**src/rtl/replay_restore_if.sv**
```systemverilog
// Replay-restore bus: controller stream in, golden read port, target write port, status out.
interface replay_restore_if #(
    parameter int ADDR_WIDTH = 5,
    parameter int DATA_WIDTH = 32
);
    logic                  halt;
    logic                  resume;
    logic [ADDR_WIDTH-1:0] replay_addr;
    logic [ADDR_WIDTH-1:0] rd_addr;
    logic [DATA_WIDTH-1:0] rd_data;
    logic                  wr_en;
    logic [ADDR_WIDTH-1:0] wr_addr;
    logic [DATA_WIDTH-1:0] wr_data;
    logic                  core_stall;
    logic                  restore_done;
    logic                  seq_err;
    logic [7:0]            restore_count;

    modport master (
        output halt, resume, replay_addr, rd_data,
        input  rd_addr, wr_en, wr_addr, wr_data,
        input  core_stall, restore_done, seq_err, restore_count
    );

    modport slave (
        input  halt, resume, replay_addr, rd_data,
        output rd_addr, wr_en, wr_addr, wr_data,
        output core_stall, restore_done, seq_err, restore_count
    );
endinterface

```
**src/rtl/replay_restore.sv**
```systemverilog
// Copies checkpoint registers into the faulty core's register file as the recovery
// controller announces them, keeping the core stalled from halt until resume.
//
// state       | meaning
// IDLE        | no recovery; core runs; waits for halt
// RESTORE     | following the announced address stream, one read/write per new address
// DRAIN       | final register write in flight
// WAIT_RESUME | all registers restored; waits for the controller's resume
module replay_restore #(
    parameter int ADDR_WIDTH = 5,
    parameter int DATA_WIDTH = 32,
    parameter bit SKIP_ZERO  = 1'b1
) (
    input logic             clk,
    input logic             rst,
    replay_restore_if.slave bus
);
    localparam int NUM_REG = 2 ** ADDR_WIDTH;
    localparam logic [ADDR_WIDTH-1:0] LAST_ADDR = ADDR_WIDTH'(NUM_REG - 1);

    typedef enum logic [1:0] {IDLE, RESTORE, DRAIN, WAIT_RESUME} state_t;

    state_t                state;
    logic [ADDR_WIDTH-1:0] exp_addr;
    logic [ADDR_WIDTH-1:0] last_addr;
    logic                  have_last;
    logic                  wr_en_q;
    logic [ADDR_WIDTH-1:0] wr_addr_q;
    logic                  stall_q;
    logic                  done_q;
    logic                  err_q;
    logic [7:0]            count_q;

    logic in_order;
    logic holding;

    assign in_order = (bus.replay_addr == exp_addr);
    // A controller repeating the address it just announced is waiting, not skipping.
    assign holding  = have_last && (bus.replay_addr == last_addr);

    always_ff @(posedge clk) begin
        if (rst) begin
            state     <= IDLE;
            exp_addr  <= '0;
            last_addr <= '0;
            have_last <= 1'b0;
            wr_en_q   <= 1'b0;
            wr_addr_q <= '0;
            stall_q   <= 1'b0;
            done_q    <= 1'b0;
            err_q     <= 1'b0;
            count_q   <= 8'd0;
        end else begin
            wr_en_q <= 1'b0;
            done_q  <= 1'b0;
            case (state)
                IDLE: begin
                    if (bus.halt) begin
                        state     <= RESTORE;
                        stall_q   <= 1'b1;
                        err_q     <= 1'b0;
                        exp_addr  <= '0;
                        have_last <= 1'b0;
                    end
                end
                RESTORE: begin
                    if (bus.resume) begin
                        state   <= IDLE;
                        stall_q <= 1'b0;
                        err_q   <= 1'b1;
                    end else if (in_order) begin
                        // x0 is hardwired in the target, so its slot is consumed without a write.
                        wr_en_q   <= !(SKIP_ZERO && (bus.replay_addr == '0));
                        wr_addr_q <= bus.replay_addr;
                        last_addr <= bus.replay_addr;
                        have_last <= 1'b1;
                        exp_addr  <= exp_addr + 1'b1;
                        if (bus.replay_addr == LAST_ADDR) begin
                            state <= DRAIN;
                        end
                    end else if (!holding) begin
                        err_q <= 1'b1;
                    end
                end
                DRAIN: begin
                    state <= WAIT_RESUME;
                end
                WAIT_RESUME: begin
                    if (bus.resume) begin
                        state   <= IDLE;
                        stall_q <= 1'b0;
                        done_q  <= 1'b1;
                        if (count_q != 8'hFF) begin
                            count_q <= count_q + 8'd1;
                        end
                    end
                end
                default: begin
                    state <= IDLE;
                end
            endcase
        end
    end

    // The golden file has one cycle of read latency, so its data lines up with the
    // registered write strobe and can pass straight through.
    assign bus.rd_addr       = (state == RESTORE) ? bus.replay_addr : '0;
    assign bus.wr_en         = wr_en_q;
    assign bus.wr_addr       = wr_addr_q;
    assign bus.wr_data       = wr_en_q ? bus.rd_data : '0;
    assign bus.core_stall    = stall_q;
    assign bus.restore_done  = done_q;
    assign bus.seq_err       = err_q;
    assign bus.restore_count = count_q;
endmodule

```
**src/flat_wrapper.sv**
```systemverilog
// flat-port wrapper written by rule: the top's interface ports become plain ports
module replay_restore_flat 
#(
    parameter int ADDR_WIDTH = 5,
    parameter int DATA_WIDTH = 32,
    parameter bit SKIP_ZERO  = 1'b1
)
  (clk, rst, bus_halt, bus_resume, bus_replay_addr, bus_rd_data, bus_rd_addr, bus_wr_en, bus_wr_addr, bus_wr_data, bus_core_stall, bus_restore_done, bus_seq_err, bus_restore_count);
  replay_restore_if #(.ADDR_WIDTH(ADDR_WIDTH), .DATA_WIDTH(DATA_WIDTH)) bus_i ();
  input logic clk;
  input logic rst;
  input wire logic [$bits(bus_i.halt)-1:0] bus_halt;
  input wire logic [$bits(bus_i.resume)-1:0] bus_resume;
  input wire logic [$bits(bus_i.replay_addr)-1:0] bus_replay_addr;
  input wire logic [$bits(bus_i.rd_data)-1:0] bus_rd_data;
  output wire logic [$bits(bus_i.rd_addr)-1:0] bus_rd_addr;
  output wire logic [$bits(bus_i.wr_en)-1:0] bus_wr_en;
  output wire logic [$bits(bus_i.wr_addr)-1:0] bus_wr_addr;
  output wire logic [$bits(bus_i.wr_data)-1:0] bus_wr_data;
  output wire logic [$bits(bus_i.core_stall)-1:0] bus_core_stall;
  output wire logic [$bits(bus_i.restore_done)-1:0] bus_restore_done;
  output wire logic [$bits(bus_i.seq_err)-1:0] bus_seq_err;
  output wire logic [$bits(bus_i.restore_count)-1:0] bus_restore_count;
  assign bus_i.halt = bus_halt;
  assign bus_i.resume = bus_resume;
  assign bus_i.replay_addr = bus_replay_addr;
  assign bus_i.rd_data = bus_rd_data;
  assign bus_rd_addr = bus_i.rd_addr;
  assign bus_wr_en = bus_i.wr_en;
  assign bus_wr_addr = bus_i.wr_addr;
  assign bus_wr_data = bus_i.wr_data;
  assign bus_core_stall = bus_i.core_stall;
  assign bus_restore_done = bus_i.restore_done;
  assign bus_seq_err = bus_i.seq_err;
  assign bus_restore_count = bus_i.restore_count;
  replay_restore #(.ADDR_WIDTH(ADDR_WIDTH), .DATA_WIDTH(DATA_WIDTH), .SKIP_ZERO(SKIP_ZERO)) u_core (.clk(clk), .rst(rst), .bus(bus_i));
endmodule
```
**config.mk**
```make
export PLATFORM = sky130hd
export DESIGN_NAME = replay_restore_flat
export DESIGN_NICKNAME = d
export VERILOG_FILES = /design/src/rtl/replay_restore_if.sv /design/src/rtl/replay_restore.sv /design/src/flat_wrapper.sv
export SDC_FILE = /design/constraint.sdc
export NUM_CORES = 1
export LEC_CHECK = 0
export BUFFER_PORTS_ARGS = -buffer_cell sky130_fd_sc_hd__buf_2
export CORE_MARGIN = 1.5
export CORE_UTILIZATION = 45
export DETAILED_ROUTE_END_ITERATION = 16
export GPL_TIMING_DRIVEN = 0
export PLACE_DENSITY = 0.85
export SYNTH_ARGS = -nofsm -noshare
export SYNTH_HDL_FRONTEND = slang
export SYNTH_SLANG_ARGS = --single-unit
```
**constraint.sdc**
```tcl
create_clock -name clk -period 2.7 [get_ports clk]
set_input_delay 0.405 -clock clk [delete_from_list [all_inputs] [get_ports clk]]
set_output_delay 0.405 -clock clk [all_outputs]
set_load 0.02 [all_outputs]
```
==> results of run 1 <==
per-stage QoR:
step | utilization, % | setup slack (ps) | hold WS (ps) | cell area, µm²
after floorplan | - | 1190 | 454 | 1440
after global placement | 64.5 | 1010 | 467 | 1970
after detailed placement | 64.5 | 994 | 477 | 1970
after CTS | 65.5 | 928 | 334 | 2000
after global routing | 65.5 | 816 | 320 | 2000
final | 65.5 | 934 | 338 | 2000
critical path, cell delays in order, from the launching register on:
cell	delay (ps)
dfxtp_1	330
buf_4	150
and2b_2	240
and2_1	170
buf_2	160
synth_stat cells, drive strengths merged:
| cell type | count |
|---|---|
| nand2 | 16 |
| o21a | 1 |
| inv | 2 |
| xnor2 | 5 |
| a21oi | 16 |
| nor4 | 1 |
| and2b | 1 |
| o21bai | 1 |
| o211ai | 1 |
| a211oi | 1 |
| o21ba | 1 |
| and2 | 38 |
| ha | 2 |
| or3 | 2 |
| clkbuf | 5 |
| nor2 | 13 |
| nand4 | 3 |
| nand4b | 2 |
| a31oi | 2 |
| nor3 | 6 |
| nor4b | 1 |
| nand3 | 14 |
| a31o | 1 |
| buf | 3 |
| o31ai | 2 |
| or4 | 1 |
| nand2b | 1 |
| o21ai | 4 |
| xor2 | 11 |
| dfxtp | 25 |
logic make-up after synthesis:
kind of cell	Yosys count	synth area share [%]
XOR/XNOR	16	9.71
buffers and inverters	10	3.21
adder cells (fa/ha/maj)	2	1.73
AO/OA/AOI/OAI	30	12.2
flip-flops	25	34.7
AND/OR/NAND/NOR	99	38.5
cell type report:
cell class                 count  area [µm²]
clock buffer                   3        22.5
multi-input combinational    147         897
tap                           44        55.1
fill                         283        1050
inverter                       2        7.51
timing repair buffer          94         470
clock inverter                 1        7.51
sequential                    25         500
buffer                         8        38.8
worst max path at each step:
stage                                        endpoint  slack [ps]  cells past startpoint
final                                  bus_rd_addr[1]         930                      4
after global routing                   bus_wr_data[2]         820                      3
after CTS                              bus_rd_addr[1]         930                      4
after detailed placement           u_core.exp_addr[1]         990                      7
after global placement             u_core.exp_addr[1]        1010                      7
after floorplan           u_core.bus.restore_count[5]        1190                      6
power groups by stage:
stage / logic [mW] / registers, mW / clock network [mW]
6_report: 0.0918 / 0.375 / 0.169
5_1_grt: 0.101 / 0.376 / 0.192
4_1_cts: 0.0922 / 0.375 / 0.172
3_5_place_dp: 0.0915 / 0.383 / 0
3_3_place_gp: 0.0907 / 0.383 / 0
2_1_floorplan: 0.0399 / 0.386 / 0
state kept, by name (all words and copies together) (netlist names), named ones only:
name and count:
u_core.have_last 1, u_core.bus.restore_count 8, u_core.exp_addr 5, u_core.state 1, u_core.bus.wr_en 1, u_core.bus.seq_err 1, u_core.bus.core_stall 1, u_core.bus.restore_done 1
u_core.last_addr 5
metal layers:
metal / share of wire, % / vias to the layer above
met2: 49 / 67
met4: 0.71 / 0
li1: - / 808
met3: 6.7 / 2
met5: 0 / -
met1: 43 / 689
==> results.json, run 1 <==
{
  "outcome": "completed",
  "critPathLaunchType": "flip-flop",
  "ctsHoldBuffers": 0,
  "power.density_mw_per_mm2": 318,
  "post_cts_buffers": 0,
  "fin_nets": 324,
  "clock-sinks": 25,
  "grt.total_usage_pct": 22.3,
  "drv_cap": 0,
  "cts_tree": "built",
  "cts_resized": 0,
  "die_x_um": 59.6,
  "rsz0062_at_grt": "false",
  "path_max_fanout": 9,
  "path_clk_slew_ps": 140,
  "synth_area_per_cell_um2": 7.93,
  "vias_per_cell": 4.83,
  "finalCritPeriodShare_pct": 65.4,
  "insertion_delay_ps": 310,
  "slew_headroom_pct": 67.5,
  "grt-ovfl-total": 0,
  "worstHoldStart": "rst",
  "drt-pass1-iter-count": 4,
  "detailed_place_hpwl_mm": 3.09,
  "syn_nets": 225,
  "grt_most_used_layer": "met2",
  "gp_congestion": 0.816,
  "die_h_um": 59.6,
  "cts_buffers": 3,
  "netlist_area_mm2": 0.00144,
  "sequentialPowerShare_pct": 58.9,
  "fmax_ghz": 0.566,
  "wl_per_cell_um": 12.1,
  "p_switching_uw": 167,
  "most-common-layout-cells": "95 x buf_2, 38 x and2_1, 25 x dfxtp_1",
  "antenna_found_initial": 0,
  "crit_required_ps": 2300,
  "p_total_uw": 636,
  "start_util_pct": 47.3,
  "grt_max_degree": 16,
  "end_kind": "output pin",
  "syn_to_final_growth_pct": 38.5,
  "use_met1_pct": 27.7,
  "setup_viol": 0,
  "yosysWarningCount": 0,
  "reg2reg_from": "u_core.bus.restore_count[0]",
  "comb_power_share_pct": 14.4,
  "synth_top_cell_by_area": "dfxtp_1",
  "setup.worst_path.start": "u_core.state[0]",
  "crit_arrival_ps": 1360,
  "ys_ff_latch": 25,
  "worst_slew_pin_slew_ps": 487,
  "final_common_cell": "buf_2",
  "drc_errors": 0,
  "hold_class": "in2reg",
  "totalWireLength_mm": 3.93,
  "met3_usage_pct": 3.71,
  "synthTopCellsByArea": "dfxtp_1 35%, and2_1 16%, xor2_1 6.7%",
  "peakVddDrop_mv": 0.337,
  "pin_count": 95,
  "rows": 20,
  "htree_levels": 1,
  "swShare_pct": 26.2,
  "drive_gt1_share_pct": 38.2,
  "yosysTopAreaCellShare_pct": 34.7,
  "skew_ps": 4.28,
  "period_needed_ps": 1770,
  "whs_endpoint": "u_core.exp_addr[0]",
  "r2r_end": "u_core.bus.restore_count[5]",
  "syn-instance-count": 182,
  "cts_max_path_buffers": 2,
  "drv_slew": 0,
  "reg2reg_depth": 6,
  "clkPwrFrac_pct": 26.6,
  "vias": 1566,
  "groute.layer.met2.usage_pct": 39.4,
  "grt_pass1_vias": 1405,
  "port_buffers": 94,
  "dp.cells": 320,
  "layout.cells.non_filler": 324,
  "core_area_mm2": 0.00305,
  "fin_tns_setup_ps": 0,
  "antenna_cells": 0,
  "final_antenna_net_count": 0,
  "drt_iter0_drc": 64,
  "hold_violations": 0,
  "dieArea_mm2": 0.00356,
  "cts_root_buf": "clkbuf_4",
  "seq_area_frac_synth_pct": 34.7,
  "internal_power_uw": 469,
  "grt_pass1_wl_mm": 6.09,
  "synth.distinct_cells": 33,
  "worst-setup-path-type": "reg2out",
  "whs_path_depth": 2,
  "r2r_slack_ps": 1110,
  "leakage_nw": 1.01
}
No activity file was read; power rests on OpenSTA's default activity.
==> run 2: changes to the inputs <==
--- a/config.mk
+++ b/config.mk
@@ -7,10 +7,10 @@
 export LEC_CHECK = 0
 export BUFFER_PORTS_ARGS = -buffer_cell sky130_fd_sc_hd__buf_2
 export CORE_MARGIN = 1.5
-export CORE_UTILIZATION = 45
+export CORE_UTILIZATION = 38
 export DETAILED_ROUTE_END_ITERATION = 16
 export GPL_TIMING_DRIVEN = 0
-export PLACE_DENSITY = 0.85
+export PLACE_DENSITY = 0.76
 export SYNTH_ARGS = -nofsm -noshare
 export SYNTH_HDL_FRONTEND = slang
 export SYNTH_SLANG_ARGS = --single-unit
==> constraint.sdc (replaced) <==
create_clock -name clk -period 1.5 [get_ports clk]
set_input_delay 0.225 -clock clk [delete_from_list [all_inputs] [get_ports clk]]
set_output_delay 0.225 -clock clk [all_outputs]
set_load 0.02 [all_outputs]
==> results.json, run 2 (same netlist as run 1, synthesis figures left out) <==
{
  "fmax_ghz": 0.636,
  "grt-ovfl-total": 0,
  "hold_class": "in2reg",
  "met3_usage_pct": 4.86,
  "finalCritPeriodShare_pct": 105,
  "cts_max_path_buffers": 2,
  "core_area_mm2": 0.00366,
  "placedInstanceArea_mm2": 0.00198,
  "start_util_pct": 39.4,
  "rsz0062_at_grt": "true",
  "cpMostUsedCell": "buf_6",
  "detailed_place_hpwl_mm": 3.06,
  "grt.total_usage_pct": 19.4,
  "vias_per_cell": 5.09,
  "layout.cells.non_filler": 339,
  "htree_levels": 1,
  "cts_buffers": 3,
  "max_stage_delay_ps": 320,
  "fin_nets": 335,
  "antenna_cells": 0,
  "period_needed_ps": 1570,
  "antenna_found_initial": 0,
  "final_antenna_net_count": 0,
  "vias": 1727,
  "cp_cell_sequence": "buf_6 -> and2b_2 -> buf_12 -> and2_4 -> buf_6",
  "die_x_um": 64.6,
  "skew_ps": 2.74,
  "most-common-layout-cells": "89 x buf_2, 33 x and2_1, 16 x nand2_1",
  "dp.cells": 324,
  "worst-setup-path-type": "reg2out",
  "grt_most_used_layer": "met2",
  "wl_per_cell_um": 13.3,
  "drv_cap": 0,
  "fin_tns_setup_ps": -352,
  "slew_headroom_pct": 66.9,
  "port_buffers": 94,
  "critPathLaunchType": "flip-flop",
  "worst_slew_pin_slew_ps": 497,
  "ctsHoldBuffers": 0,
  "end_kind": "output pin",
  "syn_to_final_growth_pct": 57.2,
  "use_met1_pct": 21.8,
  "pin_count": 95,
  "path_max_fanout": 7,
  "drt-pass1-iter-count": 4,
  "final.fill_count": 317,
  "outcome": "finished, violations left",
  "drc_errors": 0,
  "dieArea_mm2": 0.00418,
  "rows": 22,
  "die_h_um": 64.6,
  "drt_iter0_drc": 73,
  "cts_root_buf": "clkbuf_8",
  "setup_viol": 6,
  "path_clk_slew_ps": 90,
  "crit_arrival_ps": 1350,
  "peakVddDrop_mv": 0.551,
  "power.density_mw_per_mm2": 578,
  "clock-sinks": 25,
  "hold_violations": 0,
  "drive_gt1_share_pct": 50.2,
  "final_common_cell": "buf_2",
  "groute.layer.met2.usage_pct": 35.8,
  "drv_slew": 0,
  "crit_slowest_cell": "dfxtp_2",
  "fin_area_mm2": 0.00227,
  "fin_util_pct": 62.0,
  "gp_congestion": 0.766,
  "largest_reg_flops": 8,
  "fin_ws_ps": -72.0,
  "grt_pass1_vias": 1494,
  "grt_max_degree": 16,
  "crit_required_ps": 1270,
  "leakage_nw": 1.10,
  "insertion_delay_ps": 270,
  "cts_tree": "built",
  "totalWireLength_mm": 4.51,
  "grt_pass1_wl_mm": 6.40,
  "violations": "setup timing",
  "hold_ws_ps": 205
}
==> run 2: cell types whose count changed in the layout (fill, tap and decap cells not counted), sizes merged <==
| cell | before | now |
|---|---|---|
| buf | 97 | 107 |
| nand2 | 16 | 17 |
==> run 2: layer usage <==
layer | up-vias | part of all wire (%)
li1 | 839 | -
met1 | 778 | 40
met2 | 100 | 48
met3 | 10 | 10
met4 | 0 | 1.6
met5 | - | 0
==> run 2: layout make-up <==
cell class,count,area [µm²],share of cell area [%]
multi-input cells,148,988,43.6
clock buffers,3,41.3,1.82
well taps,48,60.1,2.65
inverters,2,7.51,0.331
clock inverters,1,7.51,0.331
flip-flops and latches,25,515,22.7
repair buffers,104,597,26.3
plain buffers,8,52.6,2.32
==> run 2: critical path: cells and delay by family (launching register included) <==
kind,cells,cell delay (ps)
buffers and inverters,3,370
DFF,1,320
and+or+nand+nor,2,370
==> run 2: power breakdown <==
part	switching [mW]	total, mW	internal [mW]	leakage (nW)
Sequential	0.00386	0.672	0.668	0.207
Clock	0.225	0.414	0.189	0.0217
Combinational	0.113	0.225	0.113	0.876
==> run 2: metrics by stage <==
step / power, mW / worst slack, ps
after floorplan: 0.766 / 17.5
after global placement: 0.852 / -22.5
after detailed placement: 0.854 / -39.8
after CTS: 1.27 / -2.68
after global routing: 1.35 / -99.6
final: 1.31 / -72.0
==> run 2: path summary, 6_finish.rpt <==
path         slack, ps  cells past startpoint                          end                         from
max reg2reg        -10                      8           u_core.exp_addr[1]              u_core.state[0]
min                200                      2           u_core.exp_addr[0]                          rst
min reg2reg        490                      2  u_core.bus.restore_count[1]  u_core.bus.restore_count[1]
max                -70                      5               bus_rd_addr[0]              u_core.state[0]
==> run 2: repair_timing <==
item                                   4_1_cts  5_1_grt
setup endpoints to repair                   39       53
gates cloned                                 0        2
endpoints found under the hold margin        0        0
pin swaps                                    0        2
buffers inserted                             0        9
resized for setup                           17       31
